## config.mk

```make
export PLATFORM = sky130hd
export DESIGN_NAME = dmem_arbiter
export DESIGN_NICKNAME = d
export VERILOG_FILES = /design/src/rtl/dmem_arbiter.sv
export SDC_FILE = /design/constraint.sdc
export NUM_CORES = 1
export LEC_CHECK = 0
export ABC_AREA = 1
export CAP_MARGIN = 25
export CORE_AREA = 3 3 203 205
export DETAILED_ROUTE_END_ITERATION = 7
export DIE_AREA = 0 0 206 208
export DONT_BUFFER_PORTS = 1
export GPL_TIMING_DRIVEN = 0
export PLACE_DENSITY = 0.44
export REMOVE_ABC_BUFFERS = 1
export SLEW_MARGIN = 20
export SYNTH_ARGS = -nofsm -noshare
export SYNTH_HDL_FRONTEND = slang
export SYNTH_SLANG_ARGS = --single-unit
```

## constraint.sdc

```tcl
create_clock -name clk -period 1.8 [get_ports clk]
set_input_delay 0.18 -clock clk [delete_from_list [all_inputs] [get_ports clk]]
set_output_delay 0.18 -clock clk [all_outputs]
set_load 0.05 [all_outputs]
```

## src/rtl/dmem_arbiter.sv

```systemverilog
// dmem_arbiter: two-port round-robin arbiter and access sequencer for a
// single-port data memory (combinational read, write on posedge).
// Every accepted request runs IDLE -> ACCESS -> RESP, one transaction per
// three cycles. Port 1 is a secondary master (DMA, bench loader).
//
// Ports:
//   clk, rst_n             clock, synchronous active-low reset
//   req/we/addr/wdata 0,1  requests, held stable until ack
//   ack0, ack1             one-cycle completion pulse (RESP cycle)
//   rdata, err             response data / address error, valid with ack
//   busy                   high in ACCESS and RESP
//   mem_*                  memory pins (Address, WriteData, MemWrite,
//                          MemRead, ReadData)
//
// Build option: define ADDR_CHECK_EN to reject addresses >= DEPTH (the
// memory is left untouched and the ack carries err = 1, rdata = 0).
module dmem_arbiter #(
  parameter int unsigned DATA_W = 64,
  parameter int unsigned ADDR_W = 64,
  parameter int unsigned DEPTH  = 32
) (
  input  logic              clk,
  input  logic              rst_n,
  input  logic              req0,
  input  logic              req1,
  input  logic              we0,
  input  logic              we1,
  input  logic [ADDR_W-1:0] addr0,
  input  logic [ADDR_W-1:0] addr1,
  input  logic [DATA_W-1:0] wdata0,
  input  logic [DATA_W-1:0] wdata1,
  output logic              ack0,
  output logic              ack1,
  output logic [DATA_W-1:0] rdata,
  output logic              err,
  output logic              busy,
  output logic [ADDR_W-1:0] mem_addr,
  output logic [DATA_W-1:0] mem_wdata,
  output logic              mem_write,
  output logic              mem_read,
  input  logic [DATA_W-1:0] mem_rdata
);

  localparam logic [1:0] S_IDLE   = 2'd0;
  localparam logic [1:0] S_ACCESS = 2'd1;
  localparam logic [1:0] S_RESP   = 2'd2;

  logic [1:0]        r_state;
  logic [1:0]        w_next;
  logic              r_prio;
  logic              r_id;
  logic              r_we;
  logic              r_bad;
  logic [ADDR_W-1:0] r_addr;
  logic [DATA_W-1:0] r_wdata;
  logic [DATA_W-1:0] r_rdata;

  logic              w_any;
  logic              w_win;
  logic              w_we;
  logic              w_bad;
  logic [ADDR_W-1:0] w_addr;
  logic [DATA_W-1:0] w_wdata;
  logic              w_access;
  logic              w_resp;

  // Winner: a lone requester wins; on contention the prio pointer decides.
  assign w_any   = req0 | req1;
  assign w_win   = req1 & (~req0 | r_prio);
  assign w_we    = w_win ? we1    : we0;
  assign w_addr  = w_win ? addr1  : addr0;
  assign w_wdata = w_win ? wdata1 : wdata0;

`ifdef ADDR_CHECK_EN
  assign w_bad = (w_addr >= ADDR_W'(DEPTH));
`else
  assign w_bad = 1'b0;
`endif

  // State register
  always_ff @(posedge clk) begin
    if (!rst_n) r_state <= S_IDLE;
    else        r_state <= w_next;
  end

  // Next-state logic
  always_comb begin
    w_next = r_state;
    case (r_state)
      S_IDLE:   if (w_any) w_next = S_ACCESS;
      S_ACCESS: w_next = S_RESP;
      S_RESP:   w_next = S_IDLE;
      default:  w_next = S_IDLE;
    endcase
  end

  // Transaction latches, read capture and round-robin pointer
  always_ff @(posedge clk) begin
    if (!rst_n) begin
      r_prio  <= 1'b0;
      r_id    <= 1'b0;
      r_we    <= 1'b0;
      r_bad   <= 1'b0;
      r_addr  <= '0;
      r_wdata <= '0;
      r_rdata <= '0;
    end else begin
      case (r_state)
        S_IDLE: begin
          if (w_any) begin
            r_id    <= w_win;
            r_we    <= w_we;
            r_bad   <= w_bad;
            r_addr  <= w_addr;
            r_wdata <= w_wdata;
          end
        end
        // Writes and rejected addresses return zero data.
        S_ACCESS: r_rdata <= (r_we | r_bad) ? '0 : mem_rdata;
        S_RESP:   r_prio  <= ~r_id;
        default:  r_prio  <= r_prio;
      endcase
    end
  end

  assign w_access = (r_state == S_ACCESS);
  assign w_resp   = (r_state == S_RESP);

  // Address/data only change when a new transaction is latched, so they
  // hold their last values outside ACCESS.
  assign mem_addr  = r_addr;
  assign mem_wdata = r_wdata;
  // rst_n gating keeps a reset edge from committing a write mid-ACCESS.
  assign mem_write = w_access & r_we & ~r_bad & rst_n;
  assign mem_read  = w_access & ~r_we & ~r_bad;

  assign busy  = w_access | w_resp;
  assign ack0  = w_resp & ~r_id;
  assign ack1  = w_resp & r_id;
  assign rdata = w_resp ? r_rdata : '0;
  assign err   = w_resp & r_bad;

endmodule

```

==> flow_summary.yaml <==
power:
  combPwrFrac_pct: 24.7
  power_frac_seq_pct: 47.2
  p_switching_uw: 5530
  intPower_uw: 8410
  power_density_mw_per_mm2: 912
  clkPwrFrac_pct: 28.1
  swShare_pct: 39.7
  ir_drop_mv: 0.579
  p_leak_uw: 0.00703
timing:
  skew_ns: 0.00793
  period_share_pct: 104
  setup_tns_ns: -1.59
  maxSlewViolCount: 0
  maxSlewHeadroom_pct: 45.7
  finalWorstSetupSlack_ns: -0.0777
  fmax_ghz: 0.533
  finalSetupViolCount: 42
  worst_pin_slew_ns: 0.812
  layout_min_cycle_time_ns: 1.88
  rsz0062_at_grt: "true"
  hold_violations: 0
worst_setup_path:
  worstSetupPathType: "flip-flop to primary output"
  arrival_ns: 1.70
  cp-endpoint: "rdata[16]"
  critPathMaxFanout: 8
  startpoint: "r_state[0]"
  reg2reg_slack_ns: 0
  ff2ff_path_depth: 11
  r2r_start: "r_state[0]"
  crit_required_ns: 1.62
  r2r-end: "mem_addr[20]"
  end_kind: "primary output"
  start_kind: "flip-flop"
cells_and_area:
  multi_input_area_mm2: 0.00446
  nets: 2167
  final-seq-area_mm2: 0.00395
  fin_util_pct: 38.6
  final_cell_mix: "nand2_1 (420), dlygate4sd3_1 (315), inv_1 (260)"
  postLayoutCellArea_mm2: 0.0153
  final_common_cell: "nand2_1"
  n_fill_cell: 3990
  area_growth_pct: 56.1
  fin_cells: 2378
  drive_gt1_share_pct: 11.2
flow_run:
  max-cap-violations: 0
clock_network:
  worstSkewPairLatency_ns: 0.45
  clock-sinks: 197
  clockRootBuffer: "clkbuf_16"
  cts_tree: "done"
  cts.clk_slew.worst_paths_ns: 0.07
  cts_buffers: 17
  cts_max_path_buffers: 2
  h-tree-depth: 4
global_routing:
  grt_max_degree: 104
  antenna_found_initial: 4
  grt_pass1_vias: 11144
  grt_pass1_wl_mm: 63.5
  grt_usage_pct: 19.2
  grt_overflow_total: 0
route:
  wl_per_cell_um: 18.9
  via_per_inst: 4.75
  vias: 11285
  final_antenna_net_count: 0
  drt-total-wl_mm: 45.0
  drtIter0Drc: 736
  drc_errors: 0
  drtPass1Iterations: 6
floorplanning:
  start_util_pct: 24.7
  io_pins: 524
  die_w_um: 206
  die_area_mm2: 0.0428
  rows: 73
  core-area_mm2: 0.0396
  die_height_um: 208
placement:
  gp_congestion: 0.752
  post-place-ws_ns: -0.562
  dpl.hpwl_mm: 25.2
  dpl_cell_area_mm2: 0.0104
  portBuffers: 0
  dp_cells: 1993
status:
  status: "finished with violations"
  violations: "setup timing"
yosys:
  syn_area_mm2: 0.00979
  synth_cell_types: 18
  ys_warn_count: 0
  syn_avg_cell_area_um2: 6.25
  ys_seq_area_share_pct: 40.3
  ys_seq_elements: 197
  synth_cells: 1566
min_path:
  hold_class: "input port to flip-flop"
## cell families after synthesis
| kind of cell | Yosys count | synth area share, % |
|---|---|---|
| AO/OA/AOI/OAI | 198 | 10.2 |
| adder cells (fa/ha/maj) | 4 | 0.511 |
| buffers and inverters | 445 | 18.0 |
| flip-flops | 197 | 40.3 |
| other | 1 | 0.0383 |
| AND/OR/NAND/NOR | 721 | 31.0 |
## power by group through the flow
stage	Clock, uW	Sequential (uW)	Combinational (uW)
detailed placement	0	6660	2270
global placement	0	6660	2140
global route	4220	6640	3770
floorplan	0	6470	1610
finish	3920	6580	3450
CTS	4090	6580	3280
## stage by stage
step	power [uW]	hold WS, ns
after floorplan	8080	0.325
after global placement	8800	0.330
after detailed placement	8930	0.331
after CTS	14000	0.00103
after global routing	14600	0.0145
final	13900	0.0323
## critical path, cell delays in order, from the launching register on
cell        delay (ns)
dfxtp_4           0.38
inv_4             0.05
ha_4              0.18
buf_8             0.15
buf_16            0.17
nand2_4           0.07
clkinvlp_4        0.25
## sequential cells by signal, indices dropped and copies added, names as in the netlist
| name | count |
|---|---|
| r_prio | 1 |
| r_state | 2 |
| r_rdata | 64 |
| r_id | 1 |
| r_we | 1 |
| mem_wdata | 64 |
| mem_addr | 64 |
## worst min path at each step
| stage | from | endpoint | slack (ns) | depth (start not counted) |
|---|---|---|---|---|
| 3_3_place_gp | mem_rdata[12] | r_rdata[12] | 0.33 | 2 |
| 3_5_place_dp | mem_rdata[5] | r_rdata[5] | 0.33 | 2 |
| 2_1_floorplan | mem_rdata[0] | r_rdata[0] | 0.32 | 2 |
| 6_report | addr1[12] | mem_addr[12] | 0.03 | 4 |
| 4_1_cts | req1 | mem_addr[32] | 0.001 | 4 |
| 5_1_grt | req1 | mem_wdata[48] | 0.01 | 4 |
## layout make-up
type,instances,area share (%)
inverter,331,9.90
antenna,3,0.0491
clock buffer,18,2.87
clock inverter,14,0.941
timing repair inverter,1,0.0573
tap,525,4.30
multi-input combinational,926,29.2
timing repair buffer,363,26.9
sequential,197,25.8
## synth_stat cells
master	instances	area, um^2
nor2_1	2	7.51
inv_2	1	3.75
nand3_1	260	1300
dfxtp_1	197	3940
o21ai_1	1	5.00
clkbuf_1	45	169
o21ai_2	1	8.76
conb_1	1	3.75
a21oi_1	195	976
nand2_1	457	1720
nor2_2	1	6.26
buf_1	7	26.3
ha_1	4	50.1
buf_4	6	45.0
buf_2	56	280
inv_1	330	1240
a211oi_1	1	7.51
nor3_1	1	5.00
## repair_timing
item / 4_1_cts / 5_1_grt
pin swaps: 5 / 4
hold buffers: 317 / 0
resized for setup: 138 / 28
setup buffers: 13 / 8
endpoints found under the hold margin: 194 / 0
setup endpoints to repair: 191 / 121
gates cloned: 9 / 5
## per-layer routing
layer  share of wire (%)  routed length (um)  GRT usage [%]
met5                   0                   0              0
met1                  37               16600           20.2
met4                 4.4                1970           9.20
met2                  48               21800           33.9
met3                  10                4620           6.95
(Power assumes the default switching activity.)
